<file path="src/rtl/rom_lut_arbiter.sv">
// Round-robin arbiter sharing one synchronous single-port ROM among NUM_REQ lanes, 2-cycle read latency.
// Optional: define ROM_ARB_COALESCE_EN to serve every lane requesting the winner's address with one read.
module rom_lut_arbiter #(
  parameter int NUM_REQ    = 4,
  parameter int ADDR_WIDTH = 6,
  parameter int DATA_WIDTH = 16,
  parameter int ID_WIDTH   = 2
) (
  input  logic                          clk,
  input  logic                          reset,
  input  logic                          hold,
  input  logic [NUM_REQ-1:0]            req_valid,
  input  logic [NUM_REQ*ADDR_WIDTH-1:0] req_addr,
  output logic [NUM_REQ-1:0]            req_ready,
  output logic                          rom_enable,
  output logic [ADDR_WIDTH-1:0]         rom_address,
  input  logic [DATA_WIDTH-1:0]         rom_data,
  output logic [NUM_REQ-1:0]            rsp_valid,
  output logic [ID_WIDTH-1:0]           rsp_id,
  output logic [DATA_WIDTH-1:0]         rsp_data
);

  localparam int IDX_W = (NUM_REQ > 1) ? $clog2(NUM_REQ) : 1;

  logic [ADDR_WIDTH-1:0] lane_addr [NUM_REQ];
  logic [NUM_REQ-1:0]    grant_mask;
  logic                  found;
  logic                  grant;
  logic [ID_WIDTH-1:0]   win_id;
  logic [ADDR_WIDTH-1:0] win_addr;
  logic [IDX_W-1:0]      idx_sel;
  int                    idx;

  logic [ID_WIDTH-1:0]   rr_ptr_reg, rr_ptr_next;
  logic                  s1_valid_reg;
  logic [ID_WIDTH-1:0]   s1_id_reg;
  logic [NUM_REQ-1:0]    s1_mask_reg;
  logic [NUM_REQ-1:0]    rsp_valid_reg;
  logic [ID_WIDTH-1:0]   rsp_id_reg;
  logic [DATA_WIDTH-1:0] rsp_data_reg;

  genvar gi;
  generate
    for (gi = 0; gi < NUM_REQ; gi++) begin : g_lane
      assign lane_addr[gi] = req_addr[gi*ADDR_WIDTH +: ADDR_WIDTH];
`ifdef ROM_ARB_COALESCE_EN
      // Every lane asking for the winner's word rides on the same ROM read.
      assign grant_mask[gi] = grant & req_valid[gi] & (lane_addr[gi] == win_addr);
`else
      assign grant_mask[gi] = grant & (win_id == ID_WIDTH'(gi));
`endif
    end
  endgenerate

  // Rotating priority search starting at rr_ptr; reset also blanks the ROM port.
  always_comb begin
    found    = 1'b0;
    win_id   = '0;
    win_addr = '0;
    idx      = 0;
    idx_sel  = '0;
    for (int k = 0; k < NUM_REQ; k++) begin
      idx = int'(rr_ptr_reg) + k;
      if (idx >= NUM_REQ) idx = idx - NUM_REQ;
      idx_sel = IDX_W'(idx);
      if (!found && req_valid[idx_sel]) begin
        found    = 1'b1;
        win_id   = ID_WIDTH'(idx);
        win_addr = lane_addr[idx_sel];
      end
    end
    grant       = found & ~hold & ~reset;
    rr_ptr_next = rr_ptr_reg;
    if (grant) rr_ptr_next = (int'(win_id) == NUM_REQ - 1) ? '0 : win_id + 1'b1;
  end

  assign req_ready   = grant_mask;
  assign rom_enable  = grant;
  assign rom_address = grant ? win_addr : '0;

  always_ff @(posedge clk or posedge reset) begin
    if (reset) begin
      rr_ptr_reg   <= '0;
      s1_valid_reg <= 1'b0;
      s1_id_reg    <= '0;
      s1_mask_reg  <= '0;
    end else begin
      rr_ptr_reg   <= rr_ptr_next;
      s1_valid_reg <= grant;
      s1_id_reg    <= win_id;
      s1_mask_reg  <= grant_mask;
    end
  end

  // ROM data is valid the cycle after the read; id/data hold when no read completes.
  always_ff @(posedge clk or posedge reset) begin
    if (reset) begin
      rsp_valid_reg <= '0;
      rsp_id_reg    <= '0;
      rsp_data_reg  <= '0;
    end else begin
      rsp_valid_reg <= s1_valid_reg ? s1_mask_reg : '0;
      if (s1_valid_reg) begin
        rsp_id_reg   <= s1_id_reg;
        rsp_data_reg <= rom_data;
      end
    end
  end

  assign rsp_valid = rsp_valid_reg;
  assign rsp_id    = rsp_id_reg;
  assign rsp_data  = rsp_data_reg;

endmodule

</file>
<file path="config.mk">
export PLATFORM = sky130hd
export DESIGN_NAME = rom_lut_arbiter
export DESIGN_NICKNAME = d
export VERILOG_FILES = /design/src/rtl/rom_lut_arbiter.sv
export SDC_FILE = /design/constraint.sdc
export NUM_CORES = 1
export LEC_CHECK = 0
export ABC_AREA = 1
export CORE_MARGIN = 5
export CORE_UTILIZATION = 47
export CTS_BUF_LIST = sky130_fd_sc_hd__clkbuf_8
export CTS_CLUSTER_SIZE = 14
export DETAILED_ROUTE_END_ITERATION = 6
export PLACE_DENSITY = 0.92
export SETUP_SLACK_MARGIN = 0.5
export SLEW_MARGIN = 20
export SYNTH_ARGS = -nofsm -noshare
export SYNTH_HDL_FRONTEND = slang
export SYNTH_SLANG_ARGS = --single-unit
</file>
<file path="constraint.sdc">
create_clock -name clk -period 2.22 [get_ports clk]
set_input_delay 0.333 -clock clk [delete_from_list [all_inputs] [get_ports clk]]
set_output_delay 0.333 -clock clk [all_outputs]
set_load 0.01 [all_outputs]
</file>
==> results of run 1 <==
-- layout make-up --
| type | instances | area (um2) |
|---|---|---|
| Clock buffer | 5 | 68.8 |
| Clock inverter | 1 | 3.75 |
| Fill cell | 286 | 731 |
| Inverter | 37 | 154 |
| Multi-Input combinational cell | 250 | 1670 |
| Sequential cell | 31 | 778 |
| Tap cell | 67 | 83.8 |
| Timing Repair Buffer | 129 | 1250 |
| Timing Repair inverter | 1 | 7.51 |
-- layer usage --
| layer | GRT usage, % | vias up | share of wire, % |
|---|---|---|---|
| li1 | - | 1300 | - |
| met1 | 25.2 | 1221 | 38 |
| met4 | 7.94 | 0 | 2.6 |
| met3 | 4.63 | 23 | 5.8 |
| met5 | 0 | - | 0 |
| met2 | 42.4 | 125 | 54 |
-- tightest hold or removal path: cells and delay by family (launching register included) --
kind | cells | cell delay (ns)
flops | 1 | 0.32
simple gates | 1 | 0.05
buf+inv | 1 | 0.04
-- how the worst min path moves through the flow --
stage / end / slack, ns / cells after the start / startpoint
3_5_place_dp: rsp_valid[3]$_DFF_PP0_ / 0.43 / 2 / s1_mask_reg[3]$_DFF_PP0_
5_1_grt: rsp_valid[0]$_DFF_PP0_ / 0.47 / 2 / s1_mask_reg[0]$_DFF_PP0_
2_1_floorplan: rsp_valid[0]$_DFF_PP0_ / 0.41 / 2 / s1_mask_reg[0]$_DFF_PP0_
4_1_cts: rsp_valid[3]$_DFF_PP0_ / 0.44 / 2 / s1_mask_reg[3]$_DFF_PP0_
6_report: rsp_valid[0]$_DFF_PP0_ / 0.44 / 2 / s1_mask_reg[0]$_DFF_PP0_
3_3_place_gp: rsp_valid[2]$_DFF_PP0_ / 0.41 / 2 / s1_mask_reg[2]$_DFF_PP0_
-- report_power, final --
group / internal (mW) / leakage (nW) / switching [mW]
Combinational: 2.31 / 1.52 / 2.71
Clock: 0.204 / 0.0413 / 0.185
Sequential: 0.762 / 0.382 / 0.135
Total: 3.27 / 1.95 / 3.03
-- layout by cell type, fill, tap and decap left out, drive strengths merged --
master,instances
o21ai,31
nor2,21
inv,38
clkbuf,5
o21bai,1
nand2,141
buf,61
mux2,18
a21oi,1
ha,4
dfrtp,31
nand3,21
o211ai,6
clkinvlp,1
nand4,6
clkdlybuf4s50,68
-- through the flow --
step                      setup TNS (ns)  setup WS, ns  instances
after detailed placement           -6.03        -0.660        494
after global routing               -4.16        -0.451        521
after CTS                          -1.80        -0.210        512
after global placement             -5.85        -0.614        494
final                              -2.85        -0.342        521
after floorplan                        0         0.280        333
-- kinds of logic (layout without fill, tap and decap cells) --
family,after synthesis,in the layout
mux,18,18
simple gates,189,189
compound gates,39,39
flops,31,31
buf+inv,52,173
fa+ha+maj,4,4
-- what timing repair did --
| action | CTS | global route |
|---|---|---|
| setup buffers | 11 | 9 |
| pin swaps | 27 | 29 |
| setup endpoints to repair | 18 | 20 |
| cloned | 1 | 0 |
| gates resized for setup | 97 | 45 |
==> impl_metrics.yaml, run 1 <==
logic_synthesis:
  synth_flop_cell: "dfrtp_1"
  synthCells: 333
  ys_seq_area_share_pct: 33.7
  synth_top_area_cell: "dfrtp_1"
  synth_compound_area_share_pct: 9.72
  synth_fa_ha_area_share_pct: 2.17
  synth_cell_types: 25
  ys_warn_count: 0
  syn-cell-area_um2: 2300
  synth_top_area_share_pct: 33.7
  synth_area_leaders: "dfrtp_1, nand2_1, mux2_2"
  synthXorXnorAreaFrac_pct: 0
  synth_mux_area_share_pct: 8.79
  synth_most_common_cell: "nand2_1"
  synth_top_family_by_area: "simple AND/OR/NAND/NOR gates"
  synth_edf_count: 0
  synthSimpleGateAreaFrac_pct: 36.0
  synth_seq_cells: 31
  synth_fp_nets: 384
  syn_avg_cell_area_um2: 6.92
  synth_common_cells: "nand2_1, inv_1, dfrtp_1"
  async_flop_share_pct: 100
sta:
  layout_min_cycle_time_ns: 2.56
  maxSlewViolCount: 0
  timing.final.crit_share_pct: 115
  worst_pin_slew_ns: 0.371
  fmax_mhz: 390
  hold_violations: 0
  skew_ns: 0.00257
  whs_ns: 0.444
  rsz0062_at_grt: "yes"
  relSlewSlack_pct: 75.3
  setup_ws_ns: -0.342
  setup_viol: 11
job:
  cap_viol_max_count: 0
critical_path:
  slowest_delay_ns: 0.48
  rr_endpoint: "rr_ptr_reg[0]$_DFFE_PP0P_"
  worstSetupPathType: "reg2out"
  cp.depth: 14
  required_ns: 1.89
  reg2reg_slack_ns: 0.13
  critPathMaxFanout: 4
  endpoint: "req_ready[1]"
  crit_chain: "clkinvlp_4, buf_6, nand2_2, nand2_1, nand2_1, nand2_2, a21oi_2, nand2_2, nand3_4, inv_4, ha_4, inv_4, nor2_4, buf_6"
  path_common_cell: "nand2_2"
  crit_slowest_cell: "dfrtp_2"
  path_buf_inv: 5
  end_kind: "output port"
  cp_top_family: "buffers and inverters"
  cp.arrival_ns: 2.23
  reg2reg_depth: 15
  crit_start: "rr_ptr_reg[0]$_DFFE_PP0P_"
  crit-reg2reg-launch: "rr_ptr_reg[0]$_DFFE_PP0P_"
  startpoint_type: "register"
grt:
  grt_antenna_before_repair: 0
  grt_pass1_vias: 2561
  overflow: 0
  grt_pass1_wl_um: 11400
  grt_usage_pct: 22.7
  grt_max_degree: 32
floorplan:
  die_y_um: 80.0
  rows: 25
  die_area_um2: 6400
  die_w_um: 80.0
  coreArea_um2: 4750
  ioPinCount: 80
  initial_utilization_pct: 48.5
detailed_routing:
  ant_nets: 0
  drc: 0
  wl_per_cell_um: 14.9
  via_per_inst: 5.12
  vias: 2669
  drtIter0Drc: 95
  drt-total-wl_um: 7780
  firstDrtPassIters: 4
power_and_ir_drop:
  leakage_nw: 1.95
  power_density_nw_per_um2: 1570
  ir_drop_mv: 0.973
  p_total_mw: 6.30
finish:
  final_cell_area_um2: 4020
  drive_above_1_share_pct: 39.0
  fin_util_pct: 84.6
  n_antenna_cell: 0
  largest_register_ffs: 16
  nets: 506
  areaGrowthSynthToFinish_pct: 74.6
place:
  gp_congestion: 0.864
  dp_hpwl_um: 4810
  io_buffers: 79
  dpl_cell_area_um2: 3480
clock_tree:
  cts_hold_buf: 0
  clk_pin_slew_ns: 0.06
  ctsLongestPathBuffers: 2
  numCtsBuffers: 5
  cts.sinks: 31
  cts_tree: "yes"
  htreeDepth: 2
  root_buffer: "clkbuf_8"
  clk_latency_ns: 0.27
hold_path:
  hold_class: "reg2reg"
outcome:
  run_status: "finished with violations"
  violations: "negative setup slack"
No activity file was read; power rests on OpenSTA's default activity.
==> run 2: changes to the inputs <==
--- a/config.mk
+++ b/config.mk
@@ -9,7 +9,7 @@
 export CORE_MARGIN = 5
 export CORE_UTILIZATION = 47
 export CTS_BUF_LIST = sky130_fd_sc_hd__clkbuf_8
-export CTS_CLUSTER_SIZE = 14
+export CTS_CLUSTER_SIZE = 12
 export DETAILED_ROUTE_END_ITERATION = 6
 export PLACE_DENSITY = 0.92
 export SETUP_SLACK_MARGIN = 0.5
==> constraint.sdc (replaced) <==
create_clock -name clk -period 2.22 [get_ports clk]
set_input_delay 0.222 -clock clk [delete_from_list [all_inputs] [get_ports clk]]
set_output_delay 0.222 -clock clk [all_outputs]
set_load 0.01 [all_outputs]
==> impl_metrics.yaml, run 2 (same netlist as run 1, synthesis figures left out) <==
sta:
  layout_min_cycle_time_ns: 2.46
  skew_ns: 0.00160
  worst_pin_slew_ns: 0.764
  hold_violations: 0
  setup_viol: 11
  setup_ws_ns: -0.244
  whs_ns: 0.358
  maxSlewViolCount: 0
  fmax_mhz: 406
  rsz0062_at_grt: "yes"
  timing.final.crit_share_pct: 111
  relSlewSlack_pct: 49.1
floorplan:
  coreArea_um2: 4750
  initial_utilization_pct: 48.5
  die_area_um2: 6400
  die_y_um: 80.0
  ioPinCount: 80
  die_w_um: 80.0
  rows: 25
detailed_routing:
  ant_nets: 0
  via_per_inst: 5.09
  drt-total-wl_um: 6940
  wl_per_cell_um: 13.5
  drc: 0
  vias: 2610
  drtIter0Drc: 119
  firstDrtPassIters: 6
place:
  dpl_cell_area_um2: 3440
  io_buffers: 79
  dp_hpwl_um: 4810
  gp_congestion: 0.882
grt:
  grt_max_degree: 37
  grt_antenna_before_repair: 0
  overflow: 0
  grt_pass1_wl_um: 10300
  grt_usage_pct: 20.1
  grt_pass1_vias: 2416
finish:
  drive_above_1_share_pct: 32.7
  n_antenna_cell: 0
  final_cell_area_um2: 3840
  fin_util_pct: 80.7
  nets: 497
  areaGrowthSynthToFinish_pct: 66.4
  regArea_um2: 778
  fillers: 326
  layout_commonest_cell: "nand2_1"
  multi_input_area_um2: 1570
  largest_register_ffs: 16
  mostFrequentLayoutCells: "nand2_1, clkdlybuf4s50_1, dfrtp_1"
critical_path:
  slowest_delay_ns: 0.48
  required_ns: 2.00
  crit-reg2reg-launch: "rr_ptr_reg[0]$_DFFE_PP0P_"
  path_buf_inv: 4
  path_common_cell: "buf_6"
  crit_slowest_cell: "dfrtp_2"
  rr_endpoint: "rr_ptr_reg[1]$_DFFE_PP0P_"
  cp_top_family: "simple AND/OR/NAND/NOR gates"
  end_kind: "output port"
  crit_chain: "inv_4, buf_6, nand2_4, nand3_1, nand2_2, a21oi_1, nand2_1, nand3_4, ha_2, inv_2, nor2_4, buf_6"
  reg2reg_slack_ns: 0.15
  worstSetupPathType: "reg2out"
  reg2reg_depth: 12
  cp.arrival_ns: 2.24
  startpoint_type: "register"
  critPathMaxFanout: 5
clock_tree:
  clk_latency_ns: 0.27
  numCtsBuffers: 5
  cts_hold_buf: 0
  ctsLongestPathBuffers: 2
  root_buffer: "clkbuf_8"
  htreeDepth: 2
  clk_pin_slew_ns: 0.06
  cts_tree: "yes"
  cts.sinks: 31
outcome:
  violations: "negative setup slack"
  run_status: "finished with violations"
hold_path:
  hold_class: "in2async"
power_and_ir_drop:
  power_density_nw_per_um2: 1450
  p_total_mw: 5.58
  leakage_nw: 1.88
  ir_drop_mv: 0.843
job:
  cap_viol_max_count: 0
==> run 2: report_power, final <==
part	internal [mW]	switching, mW	total, mW
registers	0.761	0.130	0.891
clock network	0.242	0.175	0.417
logic	1.94	2.34	4.27
==> run 2: per-stage QoR <==
stage | worst slack [ns] | setup TNS (ns) | cells
after floorplan | 0.390 | 0 | 333
after global placement | -0.344 | -2.69 | 493
after detailed placement | -0.419 | -3.26 | 493
after CTS | -0.101 | -0.435 | 508
after global routing | -0.301 | -2.58 | 513
final | -0.244 | -1.52 | 513
==> run 2: how the worst max path moves through the flow <==
| stage | from | end | depth (start not counted) |
|---|---|---|---|
| final | rr_ptr_reg[0]$_DFFE_PP0P_ | req_ready[2] | 12 |
| after global routing | rr_ptr_reg[0]$_DFFE_PP0P_ | req_ready[1] | 13 |
| after CTS | rr_ptr_reg[0]$_DFFE_PP0P_ | req_ready[1] | 13 |
| after detailed placement | req_valid[1] | req_ready[1] | 13 |
| after global placement | req_valid[1] | req_ready[1] | 13 |
| after floorplan | rr_ptr_reg[0]$_DFFE_PP0P_ | req_ready[2] | 14 |
==> run 2: cell type report <==
class,count,area share [%]
sequential,31,20.3
clock inverter,1,0.130
tap,67,2.19
inverter,37,3.82
timing repair inverter,1,0.196
timing repair buffer,120,30.3
clock buffer,6,2.15
multi-input combinational,250,41.0
==> run 2: layer usage <==
layer | wire length (um) | track usage [%]
met3 | 519 | 3.27
met4 | 167 | 7.43
met1 | 2690 | 22.7
met2 | 3570 | 37.5
met5 | 0 | 0
==> run 2: tightest hold or removal path, delay by kind of cell <==
kind	cells	cell delay [ns]
buffers and inverters	3	0.81
==> run 2: repair_timing <==
action	in CTS	in global routing
gates cloned	1	1
setup buffers	7	4
setup endpoints to repair	18	20
pin swaps	13	8
resized for setup	75	39
==> run 3: changes to the inputs <==
--- a/config.mk
+++ b/config.mk
@@ -6,8 +6,10 @@
 export NUM_CORES = 1
 export LEC_CHECK = 0
 export ABC_AREA = 1
+export CELL_PAD_IN_SITES_DETAIL_PLACEMENT = 1
+export CELL_PAD_IN_SITES_GLOBAL_PLACEMENT = 2
 export CORE_MARGIN = 5
-export CORE_UTILIZATION = 47
+export CORE_UTILIZATION = 25
 export CTS_BUF_LIST = sky130_fd_sc_hd__clkbuf_8
 export CTS_CLUSTER_SIZE = 12
 export DETAILED_ROUTE_END_ITERATION = 6
==> impl_metrics.yaml, run 3 (same netlist as run 1, synthesis figures left out) <==
finish:
  areaGrowthSynthToFinish_pct: 74.3
  regArea_um2: 778
  final_cell_area_um2: 4020
  multi_input_area_um2: 1600
  layout_commonest_cell: "nand2_1"
  nets: 509
  mostFrequentLayoutCells: "nand2_1, clkdlybuf4s50_1, buf_4"
  drive_above_1_share_pct: 36.2
  fillers: 1105
  n_antenna_cell: 0
  largest_register_ffs: 16
critical_path:
  crit_slowest_cell: "dfrtp_2"
  worstSetupPathType: "reg2out"
  critPathMaxFanout: 8
  path_common_cell: "nand3_4"
  end_kind: "output port"
  cp.arrival_ns: 2.16
  crit_chain: "buf_12, nand2_4, nand3_4, nand2_8, o21bai_1, nand2_2, nand3_4, inv_4, ha_2, inv_2, nor2_2, buf_2"
  rr_endpoint: "rr_ptr_reg[0]$_DFFE_PP0P_"
  crit-reg2reg-launch: "rr_ptr_reg[0]$_DFFE_PP0P_"
  slowest_delay_ns: 0.48
  startpoint_type: "register"
  reg2reg_slack_ns: -0.08
  path_buf_inv: 4
  reg2reg_depth: 17
  cp_top_family: "simple AND/OR/NAND/NOR gates"
  required_ns: 2.00
floorplan:
  ioPinCount: 80
  coreArea_um2: 9110
  die_y_um: 106
  initial_utilization_pct: 25.3
  rows: 35
  die_w_um: 106
  die_area_um2: 11200
detailed_routing:
  drtIter0Drc: 86
  drc: 0
  ant_nets: 0
  firstDrtPassIters: 4
  drt-total-wl_um: 8370
  wl_per_cell_um: 14.7
  via_per_inst: 4.59
  vias: 2617
hold_path:
  hold_class: "in2async"
outcome:
  violations: "negative setup slack"
  run_status: "finished with violations"
power_and_ir_drop:
  leakage_nw: 1.97
  power_density_nw_per_um2: 1530
  ir_drop_mv: 0.401
clock_tree:
  root_buffer: "clkbuf_8"
  cts.sinks: 31
  clk_pin_slew_ns: 0.07
  htreeDepth: 2
  numCtsBuffers: 5
  ctsLongestPathBuffers: 2
  cts_tree: "yes"
  clk_latency_ns: 0.28
grt:
  met1_usage_pct: 16.2
  grt_util_met2_pct: 27.0
  grt_usage_pct: 14.2
  grt_pass1_vias: 2808
  top_usage_layer: "met2"
  overflow: 0
  grt_max_degree: 39
  use_met3_pct: 2.31
  grt_pass1_wl_um: 13100
  grt_antenna_before_repair: 0
sta:
  relSlewSlack_pct: 74.9
  rsz0062_at_grt: "yes"
  fmax_mhz: 420
  skew_ns: 0.00612
  hold_violations: 0
  maxSlewViolCount: 0
  setup_ws_ns: -0.162
  layout_min_cycle_time_ns: 2.38
  timing.final.crit_share_pct: 107
  worst_pin_slew_ns: 0.377
  setup_viol: 12
place:
  dpl_cell_area_um2: 3530
  dp_slack_ns: -0.444
  gp_congestion: 0.787
  io_buffers: 79
  dp_hpwl_um: 5970
job:
  cap_viol_max_count: 0
run 3: cell types whose count changed in the layout (fill, tap and decap cells not counted), sizes merged:
| cell | change |
|---|---|
| clkbuf | -1 |
| bufinv | +1 |
| inv | +1 |
| clkinvlp | -1 |
| buf | +13 |
run 3: final cells by class:
type	count	area share, %
Clock inverter	2	0.872
Sequential cell	31	19.4
Multi-Input combinational cell	250	39.9
Timing Repair Buffer	132	30.6
Tap cell	111	3.46
Clock buffer	6	2.06
Timing Repair inverter	1	0.0934
Inverter	37	3.64
run 3: report_power, final:
| part | total (mW) | internal [mW] | leakage (nW) | switching (mW) |
|---|---|---|---|---|
| clock | 0.563 | 0.363 | 0.0612 | 0.200 |
| combinational | 4.69 | 2.16 | 1.53 | 2.53 |
| sequential | 0.877 | 0.761 | 0.382 | 0.116 |
| total | 6.13 | 3.28 | 1.97 | 2.85 |
run 3: what timing repair did:
item,CTS,global route
hold buffers,0,0
pin swaps,9,10
setup buffers,14,5
gates cloned,1,1
resized for setup,72,62
endpoints found under the setup margin,19,20
run 3: per-layer routing:
layer | up-vias | part of all wire [%]
li1 | 1310 | -
met1 | 1224 | 43
met2 | 76 | 52
met3 | 7 | 3.7
met4 | 0 | 1.2
met5 | - | 0
run 3: worst register-to-register path, cell delays in order, from the launching register on:
cell and delay, ns:
dfrtp_2 0.48, buf_12 0.18, nand2_4 0.09, nand2_2 0.06
nand2_2 0.08, nand2_4 0.09, o21bai_1 0.18, nand2_2 0.13
buf_6 0.14, buf_6 0.11, buf_6 0.11, buf_6 0.11
buf_6 0.11, buf_6 0.10, buf_6 0.11, nand2_4 0.06
nand2_4 0.06, nand2_2 0.06
run 3: worst max-delay path by stage:
stage / start / end / slack [ns] / depth (start not counted)
6_report: rr_ptr_reg[0]$_DFFE_PP0P_ / req_ready[1] / -0.16 / 12
5_1_grt: rr_ptr_reg[0]$_DFFE_PP0P_ / req_ready[1] / -0.29 / 12
4_1_cts: rr_ptr_reg[0]$_DFFE_PP0P_ / req_ready[1] / -0.12 / 12
3_5_place_dp: req_valid[1] / req_ready[1] / -0.44 / 14
3_3_place_gp: req_valid[1] / req_ready[1] / -0.38 / 13
2_1_floorplan: rr_ptr_reg[0]$_DFFE_PP0P_ / req_ready[2] / 0.39 / 14
run 3: metrics by stage:
step / cells / util, % / TNS [ns] / power [mW] / hold WS, ns
final: 570 / 44.1 / -1.16 / 6.13 / 0.342
after global routing: 570 / 44.1 / -2.53 / 6.63 / 0.390
after CTS: 564 / 41.7 / -0.667 / 5.51 / 0.353
after detailed placement: 541 / 38.7 / -4.03 / 4.55 / 0.424
after global placement: 541 / 38.7 / -3.68 / 4.45 / 0.417
after floorplan: 333 / - / 0 / 3.18 / 0.325
